[src/rtl/multicycle_ctrl_pkg.sv]
// Shared encodings for the multi-cycle MIPS sequencer: opcode/funct values,
// ALU operation codes, immediate-extension modes, datapath mux select codes,
// FSM state type and the DECODE instruction-class lookup.
package multicycle_ctrl_pkg;

    // Primary opcodes (IR[31:26])
    localparam logic [5:0] OP_RTYPE = 6'b000000;
    localparam logic [5:0] OP_J     = 6'b000010;
    localparam logic [5:0] OP_JAL   = 6'b000011;
    localparam logic [5:0] OP_BEQ   = 6'b000100;
    localparam logic [5:0] OP_BNE   = 6'b000101;
    localparam logic [5:0] OP_ADDI  = 6'b001000;
    localparam logic [5:0] OP_SLTI  = 6'b001010;
    localparam logic [5:0] OP_ORI   = 6'b001101;
    localparam logic [5:0] OP_LUI   = 6'b001111;
    localparam logic [5:0] OP_LW    = 6'b100011;
    localparam logic [5:0] OP_SW    = 6'b101011;

    // R-type funct codes (IR[5:0])
    localparam logic [5:0] FN_SLL  = 6'b000000;
    localparam logic [5:0] FN_SRL  = 6'b000010;
    localparam logic [5:0] FN_SRA  = 6'b000011;
    localparam logic [5:0] FN_JR   = 6'b001000;
    localparam logic [5:0] FN_ADD  = 6'b100000;
    localparam logic [5:0] FN_ADDU = 6'b100001;
    localparam logic [5:0] FN_SUB  = 6'b100010;
    localparam logic [5:0] FN_SUBU = 6'b100011;
    localparam logic [5:0] FN_AND  = 6'b100100;
    localparam logic [5:0] FN_OR   = 6'b100101;
    localparam logic [5:0] FN_SLT  = 6'b101010;

    // ALU operation codes
    localparam logic [4:0] ALUOP_NOP  = 5'd0;
    localparam logic [4:0] ALUOP_ADD  = 5'd1;
    localparam logic [4:0] ALUOP_ADDU = 5'd2;
    localparam logic [4:0] ALUOP_SUBU = 5'd3;
    localparam logic [4:0] ALUOP_AND  = 5'd4;
    localparam logic [4:0] ALUOP_OR   = 5'd5;
    localparam logic [4:0] ALUOP_SLT  = 5'd6;
    localparam logic [4:0] ALUOP_SLL  = 5'd7;
    localparam logic [4:0] ALUOP_SRL  = 5'd8;
    localparam logic [4:0] ALUOP_SRA  = 5'd9;
    localparam logic [4:0] ALUOP_LUI  = 5'd10;  // pass operand B through

    // Immediate extension modes
    localparam logic [1:0] EXT_ZERO    = 2'd0;
    localparam logic [1:0] EXT_SIGNED  = 2'd1;
    localparam logic [1:0] EXT_HIGHPOS = 2'd2;

    // Datapath mux selects
    localparam logic [1:0] PCSRC_ALU  = 2'b00;
    localparam logic [1:0] PCSRC_JUMP = 2'b01;
    localparam logic [1:0] PCSRC_RS   = 2'b11;
    localparam logic [1:0] REGDST_RT  = 2'b00;
    localparam logic [1:0] REGDST_RD  = 2'b01;
    localparam logic [1:0] REGDST_RA  = 2'b10;
    localparam logic [1:0] WBSEL_ALU  = 2'b00;
    localparam logic [1:0] WBSEL_MDR  = 2'b01;
    localparam logic [1:0] WBSEL_PC   = 2'b10;
    localparam logic [1:0] ALUB_RT    = 2'b00;
    localparam logic [1:0] ALUB_FOUR  = 2'b01;
    localparam logic [1:0] ALUB_IMM   = 2'b10;
    localparam logic [1:0] ALUB_SHAMT = 2'b11;
    localparam logic [1:0] PCWC_NONE  = 2'b00;
    localparam logic [1:0] PCWC_BEQ   = 2'b01;
    localparam logic [1:0] PCWC_BNE   = 2'b10;

    typedef enum logic [3:0] {
        S_IDLE, S_FETCH, S_DECODE, S_EXEC_R, S_WB_R, S_EXEC_I, S_WB_I,
        S_MEM_ADDR, S_MEM_RD, S_MEM_WB, S_MEM_WR, S_BRANCH, S_JUMP, S_JAL, S_JR
    } state_t;

    typedef enum logic [3:0] {
        CL_ILLEGAL, CL_R, CL_I, CL_LW, CL_SW, CL_BR, CL_J, CL_JAL, CL_JR
    } iclass_t;

    // DECODE dispatch: which execution path an opcode/funct pair takes.
    function automatic iclass_t decode_class(input logic [5:0] op, input logic [5:0] fn);
        iclass_t c;
        c = CL_ILLEGAL;
        case (op)
            OP_RTYPE: begin
                case (fn)
                    FN_SLL, FN_SRL, FN_SRA, FN_ADD, FN_ADDU, FN_SUB,
                    FN_SUBU, FN_AND, FN_OR, FN_SLT: c = CL_R;
                    FN_JR:                          c = CL_JR;
                    default:                        c = CL_ILLEGAL;
                endcase
            end
            OP_ORI, OP_ADDI, OP_SLTI, OP_LUI: c = CL_I;
            OP_LW:             c = CL_LW;
            OP_SW:             c = CL_SW;
            OP_BEQ, OP_BNE:    c = CL_BR;
            OP_J:              c = CL_J;
            OP_JAL:            c = CL_JAL;
            default:           c = CL_ILLEGAL;
        endcase
        return c;
    endfunction

    function automatic logic [4:0] alu_r_op(input logic [5:0] fn);
        logic [4:0] a;
        case (fn)
            FN_SLL:          a = ALUOP_SLL;
            FN_SRL:          a = ALUOP_SRL;
            FN_SRA:          a = ALUOP_SRA;
            FN_ADD:          a = ALUOP_ADD;
            FN_ADDU:         a = ALUOP_ADDU;
            FN_SUB, FN_SUBU: a = ALUOP_SUBU;  // no overflow trap, so sub == subu
            FN_AND:          a = ALUOP_AND;
            FN_OR:           a = ALUOP_OR;
            FN_SLT:          a = ALUOP_SLT;
            default:         a = ALUOP_NOP;
        endcase
        return a;
    endfunction

    function automatic logic is_shift(input logic [5:0] fn);
        return (fn == FN_SLL) || (fn == FN_SRL) || (fn == FN_SRA);
    endfunction

endpackage

[src/rtl/multicycle_ctrl.sv]
// Multi-cycle MIPS sequencer. Moore FSM stepping each instruction through
// 3-5 states and driving the shared ALU, register file, PC and the unified
// memory port (ready handshake, variable latency).
// Ports:
//   clk, rst_n          clock, async active-low reset
//   OpCode, funct       IR[31:26], IR[5:0]
//   mem_ready           memory completes current MemRd/MemW this cycle
//   stall               freeze FSM/counter, force write strobes low
//   IRWr PCWr PCWrCond PCSrc IorD MemRd MemW RegW RegDst WBSel
//   AluSrcA AluSrcB shift Aluctrl ExtOp  datapath controls
//   illegal             DECODE pulse on unsupported instruction
//   instr_done          last-state pulse of every legal instruction
//   icount              retired-instruction counter (wraps)
module multicycle_ctrl
    import multicycle_ctrl_pkg::*;
#(
    parameter int CNT_W = 32
) (
    input  logic             clk,
    input  logic             rst_n,
    input  logic [5:0]       OpCode,
    input  logic [5:0]       funct,
    input  logic             mem_ready,
    input  logic             stall,
    output logic             IRWr,
    output logic             PCWr,
    output logic [1:0]       PCWrCond,
    output logic [1:0]       PCSrc,
    output logic             IorD,
    output logic             MemRd,
    output logic             MemW,
    output logic             RegW,
    output logic [1:0]       RegDst,
    output logic [1:0]       WBSel,
    output logic             AluSrcA,
    output logic [1:0]       AluSrcB,
    output logic             shift,
    output logic [4:0]       Aluctrl,
    output logic [1:0]       ExtOp,
    output logic             illegal,
    output logic             instr_done,
    output logic [CNT_W-1:0] icount
);

    state_t           r_state;
    state_t           w_next;
    iclass_t          w_class;
    logic             w_ready;
    logic [CNT_W-1:0] r_icount;

    assign w_class = decode_class(OpCode, funct);
    // A handshake only counts when the sequencer is not frozen.
    assign w_ready = mem_ready & ~stall;
    assign icount  = r_icount;

    always_ff @(posedge clk or negedge rst_n) begin
        if (!rst_n) begin
            r_state <= S_IDLE;
        end else if (!stall) begin
            r_state <= w_next;
        end
    end

    always_ff @(posedge clk or negedge rst_n) begin
        if (!rst_n) begin
            r_icount <= '0;
        end else if (instr_done && !stall) begin
            r_icount <= r_icount + CNT_W'(1);
        end
    end

    always_comb begin
        w_next     = r_state;
        IRWr       = 1'b0;
        PCWr       = 1'b0;
        PCWrCond   = PCWC_NONE;
        PCSrc      = PCSRC_ALU;
        IorD       = 1'b0;
        MemRd      = 1'b0;
        MemW       = 1'b0;
        RegW       = 1'b0;
        RegDst     = REGDST_RT;
        WBSel      = WBSEL_ALU;
        AluSrcA    = 1'b0;
        AluSrcB    = ALUB_RT;
        shift      = 1'b0;
        Aluctrl    = ALUOP_NOP;
        ExtOp      = EXT_ZERO;
        illegal    = 1'b0;
        instr_done = 1'b0;

        case (r_state)
            S_IDLE: w_next = S_FETCH;

            S_FETCH: begin
                // PC+4 computed while the instruction word is read
                MemRd   = 1'b1;
                AluSrcB = ALUB_FOUR;
                Aluctrl = ALUOP_ADD;
                if (w_ready) begin
                    IRWr   = 1'b1;
                    PCWr   = 1'b1;
                    w_next = S_DECODE;
                end
            end

            S_DECODE: begin
                // Speculative branch target PC + (sext(imm) << 2), latched in ALUOut
                AluSrcB = ALUB_IMM;
                ExtOp   = EXT_SIGNED;
                Aluctrl = ALUOP_ADD;
                case (w_class)
                    CL_R:    w_next = S_EXEC_R;
                    CL_I:    w_next = S_EXEC_I;
                    CL_LW,
                    CL_SW:   w_next = S_MEM_ADDR;
                    CL_BR:   w_next = S_BRANCH;
                    CL_J:    w_next = S_JUMP;
                    CL_JAL:  w_next = S_JAL;
                    CL_JR:   w_next = S_JR;
                    default: begin
                        illegal = 1'b1;
                        w_next  = S_FETCH;
                    end
                endcase
            end

            S_EXEC_R: begin
                AluSrcA = 1'b1;
                Aluctrl = alu_r_op(funct);
                if (is_shift(funct)) begin
                    AluSrcB = ALUB_SHAMT;
                    shift   = 1'b1;
                end
                w_next = S_WB_R;
            end

            S_WB_R: begin
                RegW       = 1'b1;
                RegDst     = REGDST_RD;
                instr_done = 1'b1;
                w_next     = S_FETCH;
            end

            S_EXEC_I: begin
                AluSrcA = 1'b1;
                AluSrcB = ALUB_IMM;
                case (OpCode)
                    OP_ORI:  begin ExtOp = EXT_ZERO;    Aluctrl = ALUOP_OR;  end
                    OP_ADDI: begin ExtOp = EXT_SIGNED;  Aluctrl = ALUOP_ADD; end
                    OP_SLTI: begin ExtOp = EXT_SIGNED;  Aluctrl = ALUOP_SLT; end
                    OP_LUI:  begin ExtOp = EXT_HIGHPOS; Aluctrl = ALUOP_LUI; end
                    default: ;
                endcase
                w_next = S_WB_I;
            end

            S_WB_I: begin
                RegW       = 1'b1;
                instr_done = 1'b1;
                w_next     = S_FETCH;
            end

            S_MEM_ADDR: begin
                AluSrcA = 1'b1;
                AluSrcB = ALUB_IMM;
                ExtOp   = EXT_SIGNED;
                Aluctrl = ALUOP_ADD;
                w_next  = (OpCode == OP_LW) ? S_MEM_RD : S_MEM_WR;
            end

            S_MEM_RD: begin
                MemRd = 1'b1;
                IorD  = 1'b1;
                if (w_ready) w_next = S_MEM_WB;
            end

            S_MEM_WB: begin
                RegW       = 1'b1;
                WBSel      = WBSEL_MDR;
                instr_done = 1'b1;
                w_next     = S_FETCH;
            end

            S_MEM_WR: begin
                MemW = 1'b1;
                IorD = 1'b1;
                // the store retires on the cycle memory accepts it
                if (w_ready) begin
                    instr_done = 1'b1;
                    w_next     = S_FETCH;
                end
            end

            S_BRANCH: begin
                AluSrcA    = 1'b1;
                Aluctrl    = ALUOP_SUBU;
                PCWrCond   = (OpCode == OP_BNE) ? PCWC_BNE : PCWC_BEQ;
                instr_done = 1'b1;
                w_next     = S_FETCH;
            end

            S_JUMP: begin
                PCWr       = 1'b1;
                PCSrc      = PCSRC_JUMP;
                instr_done = 1'b1;
                w_next     = S_FETCH;
            end

            S_JAL: begin
                // PC already holds PC+4 from FETCH, which is the link value
                RegW       = 1'b1;
                RegDst     = REGDST_RA;
                WBSel      = WBSEL_PC;
                PCWr       = 1'b1;
                PCSrc      = PCSRC_JUMP;
                instr_done = 1'b1;
                w_next     = S_FETCH;
            end

            S_JR: begin
                PCWr       = 1'b1;
                PCSrc      = PCSRC_RS;
                instr_done = 1'b1;
                w_next     = S_FETCH;
            end

            default: w_next = S_IDLE;
        endcase

        // Frozen cycles must not commit any architectural state.
        if (stall) begin
            IRWr     = 1'b0;
            PCWr     = 1'b0;
            PCWrCond = PCWC_NONE;
            RegW     = 1'b0;
            MemW     = 1'b0;
        end
    end

endmodule

[config.mk]
export PLATFORM = sky130hd
export DESIGN_NAME = multicycle_ctrl
export DESIGN_NICKNAME = d
export VERILOG_FILES = /design/src/rtl/multicycle_ctrl_pkg.sv /design/src/rtl/multicycle_ctrl.sv
export SDC_FILE = /design/constraint.sdc
export NUM_CORES = 1
export LEC_CHECK = 0
export BUFFER_PORTS_ARGS = -buffer_cell sky130_fd_sc_hd__buf_2
export CORE_MARGIN = 2
export CORE_UTILIZATION = 47
export DETAILED_ROUTE_END_ITERATION = 8
export GPL_TIMING_DRIVEN = 0
export PLACE_DENSITY = 0.76
export SETUP_SLACK_MARGIN = 0.5
export SLEW_MARGIN = 20
export SYNTH_ARGS = -nofsm -noshare
export SYNTH_HDL_FRONTEND = slang
export SYNTH_SLANG_ARGS = --single-unit
[constraint.sdc]
create_clock -name clk -period 1.7 [get_ports clk]
set_input_delay 0.255 -clock clk [delete_from_list [all_inputs] [get_ports clk]]
set_output_delay 0.255 -clock clk [all_outputs]
set_load 0.01 [all_outputs]
# After elaboration in Yosys (flattened, before gate mapping)

Index checks and enable logic that the tools add are counted.

Reductions and logical operators: 26
Eq/ne operators: 45
$add $sub $neg: 1
Bitwise gates (word level): 2
Muxes and demuxes: 38

Operator list:

| cell                    | number |
|---|---|
| $pmux W4 S7             | 2 |
| $eq A6 B6 Y1 const B    | 9 |
| $pmux W4 S9             | 1 |
| $add A32 B1 Y32 const B | 1 |
| $eq A4 B3 Y1 const B    | 8 |
| $eq A4 B4 Y1 const B    | 8 |
| $pmux W4 S4             | 2 |
| $pmux W4 S8             | 1 |
| $eq A6 B4 Y1 const B    | 5 |
| $eq A6 B2 Y1 const B    | 4 |
| $pmux W2 S2             | 5 |
| $eq A4 B2 Y1 const B    | 4 |
| $reduce_or A2 Y1        | 8 |
| $reduce_or A8 Y1        | 2 |
| $mux W1                 | 15 |
| $eq A6 B3 Y1 const B    | 2 |
| $logic_not A6 Y1        | 2 |
| $mux W4                 | 3 |
| $reduce_or A4 Y1        | 3 |
| $mux W2                 | 5 |
| $reduce_or A10 Y1       | 1 |
| $reduce_or A3 Y1        | 3 |
| $eq A4 B1 Y1 const B    | 2 |
| $pmux W4 S2             | 1 |
| 11 further kinds        | 15 |

Logic and storage cells: 114
Register bits after elaboration: 36
Output and inout bits: 59
Input bits: 16

# Depth between registers and ports, before layout

Gate-level depths: netlist of the first run.

Depth in word-level cells: 8
Depth in mapped cells: 6
Mapped depth without buffers: 5

# Least setup slack after synthesis of the first run

Ideal clock, no wire load.

Path kind: register to output
From: register r_state[2]
To: output port AluSrcB[1]
Required time: 1445 ps
Arrival time: 1547 ps
Stages on the path, launching flop included: 5
Path slack: -102 ps
Path buffers: 0
Cell sequence: dfrtp_1 > or4_1 > nor4_1 > o21ai_1 > o21ai_1

Word-level cells in the longest chain between the ends: 3
Elaborated cells between the ends (all ways): 7
Classes of those cells: eq/ne: 5; mux: 1; reduce/logical: 1

RTL lines:

| item                                         | RTL line              | source |
|---|---|---|
| from (decl)                                  | multicycle_ctrl.sv:45 | `state_t r_state;` |
| from (signal assigned)                       | multicycle_ctrl.sv:60 | `r_state <= w_next;` |
| $eq A4 B3 Y1 or $eq A4 B2 Y1 (tied branches) | multicycle_ctrl.sv:92 | `case (r_state)` |
| $reduce_or A3 Y1 (no line)                   | n/a                   |  |
| $pmux W2 S3 (*)                              | multicycle_ctrl.sv:92 |  |
| to (decl)                                    | multicycle_ctrl.sv:36 | `output logic [1:0] AluSrcB,` |

Mark *: on every way between the ends. The rest lies on a longest branch, timed or not.

# Final worst setup path of the first run

From: register r_state[0]
To: output port AluSrcB[1]

The elaborated chain is that of the path after synthesis.

==> results.txt, run 1 <==
Seq pwr share = 0.235
setup ws final = -0.553 ns
critical path cell sequence = buf_6 > nand2_4 > or4_4 > nor4_4 > o21ai_2 > o21ai_1 > buf_2
Clk network pwr share = 0.135
Max Slew Vio Count = 0
FFs w/ async S/R, synth = 1.00
post-cts hold buffer count = 0
row cnt = 26
Mapped Avg Cell Area = 9.02 um2
Synth Cell Area = 2580 um2
setup TNS = -17.81 ns
DR iter-0 viols = 192
wl on met1 = 3550 um
Logic pwr share = 0.630
maximum fanout along the worst path = 4
total of max-cap violations = 0
Tmin final = 2.25 ns
HP Class = in2async
Clock Latency Late Sink = 0.30 ns
initial antenna violation count = 0
Cells after Synth = 286
Required @ worst endpoint = 1.44 ns
crit path max-delay cell type = or4_4
Slew HR = 0.455
Switch Pwr = 1.89 mW
Starting Density = 0.495
fin crit share = 1.33
Netlist cell types = 66
top cells by count, synth = 36 x dfrtp_1, 25 x nor2_1, 24 x nand2_1
grt ovf = 0
power density over the cells = 1060 nW/um2
clk slew on worst S/H paths = 0.09 ns
Yosys reg bits = 36
RSZ-0062 raised after global routing = true
post-route ant nets = 0
vias in the first global route = 2551
share of the synthesized area in the top cell type = 0.349
post-layout util = 0.811
fillcell total = 281
synth top area cells = dfrtp_1 35%, xnor2_1 6.5%, nor4_2 4.9%, xor2_1 4.4%, nor2_1 3.6%
number of I/O pins = 75
Clock Tree Root = clkbuf_8
Critical Path End Type = primary output
vias = 2845
fraction of layout cells with a size suffix above 1 = 0.587
Final Power = 4.49 mW
highest clock rate = 0.444 GHz
DR WL met2 = 4760 um
GRT Resource Usage Total = 0.262
non-filler cells, final = 472
Worst setup SP type = flip-flop
per-cell routed wire length = 19.7 um
internal power = 2.59 mW
drt pass-1 iters = 4
Leak = 2.13 nW
Routed WL = 9300 um
switching share of power = 0.422
Final setup viols = 57
GPL Wtd Cong = 0.889
die area = 6090 um2
CORE AREA = 5200 um2
fin area = 4220 um2
final layout net count = 418
final clock skew = 0.0169 ns
dpl ws = -0.415 ns
crit path DAT = 2.00 ns
DPL Wire Length = 4690 um
syn_nets = 303
Area Growth Syn to Fin = 63.7%
Placed Cells = 427
H-tree levels = 2
Area after DPL = 3250 um2
DRC Markers = 0
slew of the pin with the lowest slew margin = 0.818 ns
clk sink count = 36
highest routed metal layer = met4
global-route wire length before repair = 12900 um
status = finished with violations
PortBufs = 71
endpoints failing hold = 0
Max Root-Sink Buffers = 2
count of yosys warnings during synthesis = 0
Post-synth EDFFs = 0
CTS tree = built
Post-synth top flop = dfrtp_1
largest net degree at the start of global routing = 37
count leader, synth = dfrtp_1
number of CTS-inserted buffers = 5
die height = 78.1 um
Worst VDD drop = 1.15 mV
failing checks = negative setup slack
routed vias/inst = 6.03
Largest stage delay, worst path = 0.48 ns
Die X = 78.1 um
Setup Crit Path Kind = reg2out
n_diodes = 0
Synth area leader = dfrtp_1
sequential share of the synthesized area = 0.349
hold_ws = 0.0421 ns
metal3 WL = 621 um
-- path summary, 6_finish.rpt --
check                            from    endpoint  slack [ns]  cells after the start
max                        r_state[0]  AluSrcB[1]       -0.55                      7
min                             rst_n  icount[12]        0.04                      1
max reg2reg                r_state[0]  icount[26]       -0.35                      8
min reg2reg                icount[31]  icount[31]        0.46                      1
max in group asynchronous       rst_n  r_state[2]        1.08                      1
min in group clk                stall  icount[12]        0.44                      4
-- cell usage in the layout, fill, tap and decap left out, drive strengths merged, types with 2 or more instances in the layout --
cell and count:
nor3 14, and3 4, nand3 14, a21boi 3, o32a 2, nand4 8, nor3b 2, a21oi 11
or2 2, a211oi 2, xnor2 19, nand2 24, a21o 4, mux2 2, nor2b 2, nor4 12
and4b 3, dfrtp 36, or3b 2, xor2 13, nor2 26, inv 12, nand4b 2, buf 114
o31ai 4, a31oi 6, o21ai 13, nand2b 5, or3 4, nand3b 3, clkbuf 15
-- final cells by class --
class	count	area, um2	area share
plain buffers	14	173	0.0409
multi-input cells	224	2150	0.509
repair buffers	108	766	0.181
well taps	70	87.6	0.0207
clock inverters	1	5.00	0.00119
inverters	12	55.1	0.0130
clock buffers	7	76.3	0.0181
flip-flops and latches	36	912	0.216
-- worst max-delay path: cells and delay by family, from the launching register on --
family / cells / cell delay, ns
buf+inv: 2 / 0.30
simple gates: 3 / 0.74
compound gates: 2 / 0.25
flops: 1 / 0.40
-- state kept, by name, indices dropped and copies added, names as in the netlist --
signal,cells
r_state,4
icount,32
-- cells by family after synthesis --
logic type | share of synthesized area
compound gates | 0.154
xor+xnor | 0.109
buf+inv | 0.0442
fa+ha+maj | 0.00485
simple gates | 0.328
flops | 0.349
mux | 0.00873
other cells | 0.00145
-- power by group through the flow --
stage                     clock network, mW  logic (mW)  registers (mW)
final                                 0.606        2.83            1.05
after global routing                  0.638        2.92            1.06
after CTS                             0.598        2.12            1.03
after detailed placement                  0        1.45            1.06
after global placement                    0        1.44            1.06
after floorplan                           0        1.04            1.06
-- what timing repair did --
item / in CTS / in global routing
setup endpoints to repair: 62 / 66
cloned: 1 / 1
resized for setup: 67 / 57
pin swaps: 25 / 30
setup buffers: 24 / 11
-- layer usage --
metal / GRT usage / vias to the layer above
met5: 0 / -
met4: 0.0684 / 0
met3: 0.0345 / 42
met2: 0.465 / 167
met1: 0.336 / 1363
li1: - / 1273
No activity file was read; power rests on OpenSTA's default activity.
==> run 2, diff against run 1 <==
--- a/config.mk
+++ b/config.mk
@@ -7,10 +7,10 @@
 export LEC_CHECK = 0
 export BUFFER_PORTS_ARGS = -buffer_cell sky130_fd_sc_hd__buf_2
 export CORE_MARGIN = 2
-export CORE_UTILIZATION = 47
+export CORE_UTILIZATION = 40
 export DETAILED_ROUTE_END_ITERATION = 8
 export GPL_TIMING_DRIVEN = 0
-export PLACE_DENSITY = 0.76
+export PLACE_DENSITY = 0.67
 export SETUP_SLACK_MARGIN = 0.5
 export SLEW_MARGIN = 20
 export SYNTH_ARGS = -nofsm -noshare
==> results.txt, run 2 (synthesis results as in run 1) <==
M2 GR Usage = 0.339 (was 0.465)
GPL Wtd Cong = 0.883 (was 0.889)
most frequent cells in the layout = 67 x buf_2, 27 x buf_4, 26 x dfrtp_1 (was 67 x buf_2, 27 x dfrtp_1, 21 x buf_4)
drt pass-1 iters = 5 (was 4)
DR iter-0 viols = 176 (was 192)
power density over the cells = 1040 nW/um2 (was 1060 nW/um2)
die area = 7100 um2 (was 6090 um2)
Max Root-Sink Buffers = 2 (unchanged)
Starting Density = 0.411 (was 0.495)
post-route ant nets = 0 (unchanged)
routed vias/inst = 5.66 (was 6.03)
CORE AREA = 6280 um2 (was 5200 um2)
setup ws final = -0.476 ns (was -0.553 ns)
vias = 2760 (was 2845)
DRC Markers = 0 (unchanged)
Worst VDD drop = 0.617 mV (was 1.15 mV)
Worst setup SP type = flip-flop (unchanged)
RSZ-0062 raised after global routing = true (unchanged)
met3 Use GR = 0.0374 (was 0.0345)
Top Usage Layer GRT = met2 (unchanged)
Clock Latency Late Sink = 0.30 ns (about the same)
per-cell routed wire length = 17.3 um (was 19.7 um)
clk sink count = 36 (unchanged)
Critical Path End Type = primary output (unchanged)
CTS tree = built (unchanged)
grt ovf = 0 (unchanged)
fin crit share = 1.28 (was 1.33)
Final setup viols = 60 (was 57)
Required @ worst endpoint = 1.44 ns (about the same)
n_diodes = 0 (unchanged)
Max Slew Vio Count = 0 (unchanged)
maximum fanout along the worst path = 4 (unchanged)
number of CTS-inserted buffers = 5 (unchanged)
fillcell total = 472 (was 281)
Setup Crit Path Kind = reg2out (unchanged)
die height = 84.3 um (was 78.1 um)
Area Growth Syn to Fin = 64.9% (was 63.7%)
Die X = 84.3 um (was 78.1 um)
hold_ws = 0.0414 ns (was 0.0421 ns)
global-route wire length before repair = 12200 um (was 12900 um)
HP Class = in2async (unchanged)
clk slew on worst S/H paths = 0.08 ns (was 0.09 ns)
endpoints failing hold = 0 (unchanged)
most common library cell in the layout ignoring fill and taps = buf_2 (unchanged)
crit path DAT = 1.92 ns (was 2.00 ns)
vias in the first global route = 2542 (was 2551)
Slew HR = 0.471 (was 0.455)
met1 usage = 0.278 (was 0.336)
Leak = 2.16 nW (was 2.13 nW)
Clock Tree Root = clkbuf_8 (unchanged)
Area after DPL = 3260 um2 (was 3250 um2)
largest net degree at the start of global routing = 37 (unchanged)
H-tree levels = 2 (unchanged)
total of max-cap violations = 0 (unchanged)
max reg flops = 32 (unchanged)
Worst R2R Path Depth = 8 (unchanged)
number of I/O pins = 75 (unchanged)
fin area = 4250 um2 (was 4220 um2)
PortBufs = 71 (unchanged)
post-layout util = 0.677 (was 0.811)
DPL Wire Length = 4760 um (was 4690 um)
final clock skew = 0.0109 ns (was 0.0169 ns)
fraction of layout cells with a size suffix above 1 = 0.586 (was 0.587)
final layout net count = 427 (was 418)
initial antenna violation count = 0 (unchanged)
setup TNS = -13.86 ns (was -17.81 ns)
row cnt = 29 (was 26)
failing checks = negative setup slack (unchanged)
GRT Resource Usage Total = 0.205 (was 0.262)
status = finished with violations (unchanged)
Routed WL = 8440 um (was 9300 um)
Tmin final = 2.18 ns (was 2.25 ns)
slew of the pin with the lowest slew margin = 0.794 ns (was 0.818 ns)
highest clock rate = 0.460 GHz (was 0.444 GHz)
-- run 2: cell count changes in the layout (fill, tap and decap cells not counted), sizes merged --
cell	before	now
buf	114	124
inv	12	10
clkbuf	15	14
clkinv	1	2
clkinvlp	0	1
-- run 2: path summary, 6_finish.rpt --
check	startpoint	end	slack, ns
worst max-delay path	r_state[0]	illegal	-0.48
worst min-delay path	rst_n	icount[7]	0.04
worst max register to register	r_state[0]	icount[22]	-0.29
worst min register to register	icount[31]	icount[31]	0.46
max in group asynchronous	rst_n	icount[14]	1.10
min in group clk	stall	icount[10]	0.44
-- run 2: critical path: stages (launching register included) --
cell and delay (ns):
dfrtp_1 0.40, buf_6 0.14, buf_4 0.16, clkinv_8 0.05, nand2_4 0.06, or3_4 0.41
and4b_1 0.28, buf_2 0.14
-- run 2: power by group --
group	internal, mW	total, mW	switching, mW
clock	0.288	0.596	0.308
sequential	0.938	1.05	0.109
combinational	1.43	2.80	1.37
-- run 2: final cells by class --
| class | count | area [um2] | area share |
|---|---|---|---|
| timing repair buffer | 117 | 843 | 0.198 |
| clock buffer | 7 | 76.3 | 0.0180 |
| multi-input combinational | 224 | 2090 | 0.491 |
| sequential | 36 | 913 | 0.215 |
| buffer | 14 | 168 | 0.0394 |
| clock inverter | 1 | 5.00 | 0.00118 |
| inverter | 12 | 61.3 | 0.0144 |
| tap | 77 | 96.3 | 0.0227 |
-- run 2: stage by stage --
| stage | std cells | worst slack, ns | total power, mW |
|---|---|---|---|
| after floorplan | 286 | 0.0287 | 2.10 |
| after global placement | 434 | -0.242 | 2.51 |
| after detailed placement | 434 | -0.236 | 2.52 |
| after CTS | 461 | -0.423 | 3.63 |
| after global routing | 488 | -0.505 | 4.64 |
| final | 488 | -0.476 | 4.44 |
-- run 2: routing by layer --
| layer | wire length [um] | up-vias |
|---|---|---|
| met2 | 4190 | 111 |
| li1 | - | 1296 |
| met5 | 0 | - |
| met4 | 164 | 0 |
| met3 | 463 | 18 |
| met1 | 3620 | 1335 |
-- run 2: timing repair --
action	4_1_cts	5_1_grt
gates resized for setup	58	56
gates cloned	0	1
hold buffers	0	0
pin swaps	26	22
setup buffers	19	26
setup endpoints to repair	62	67
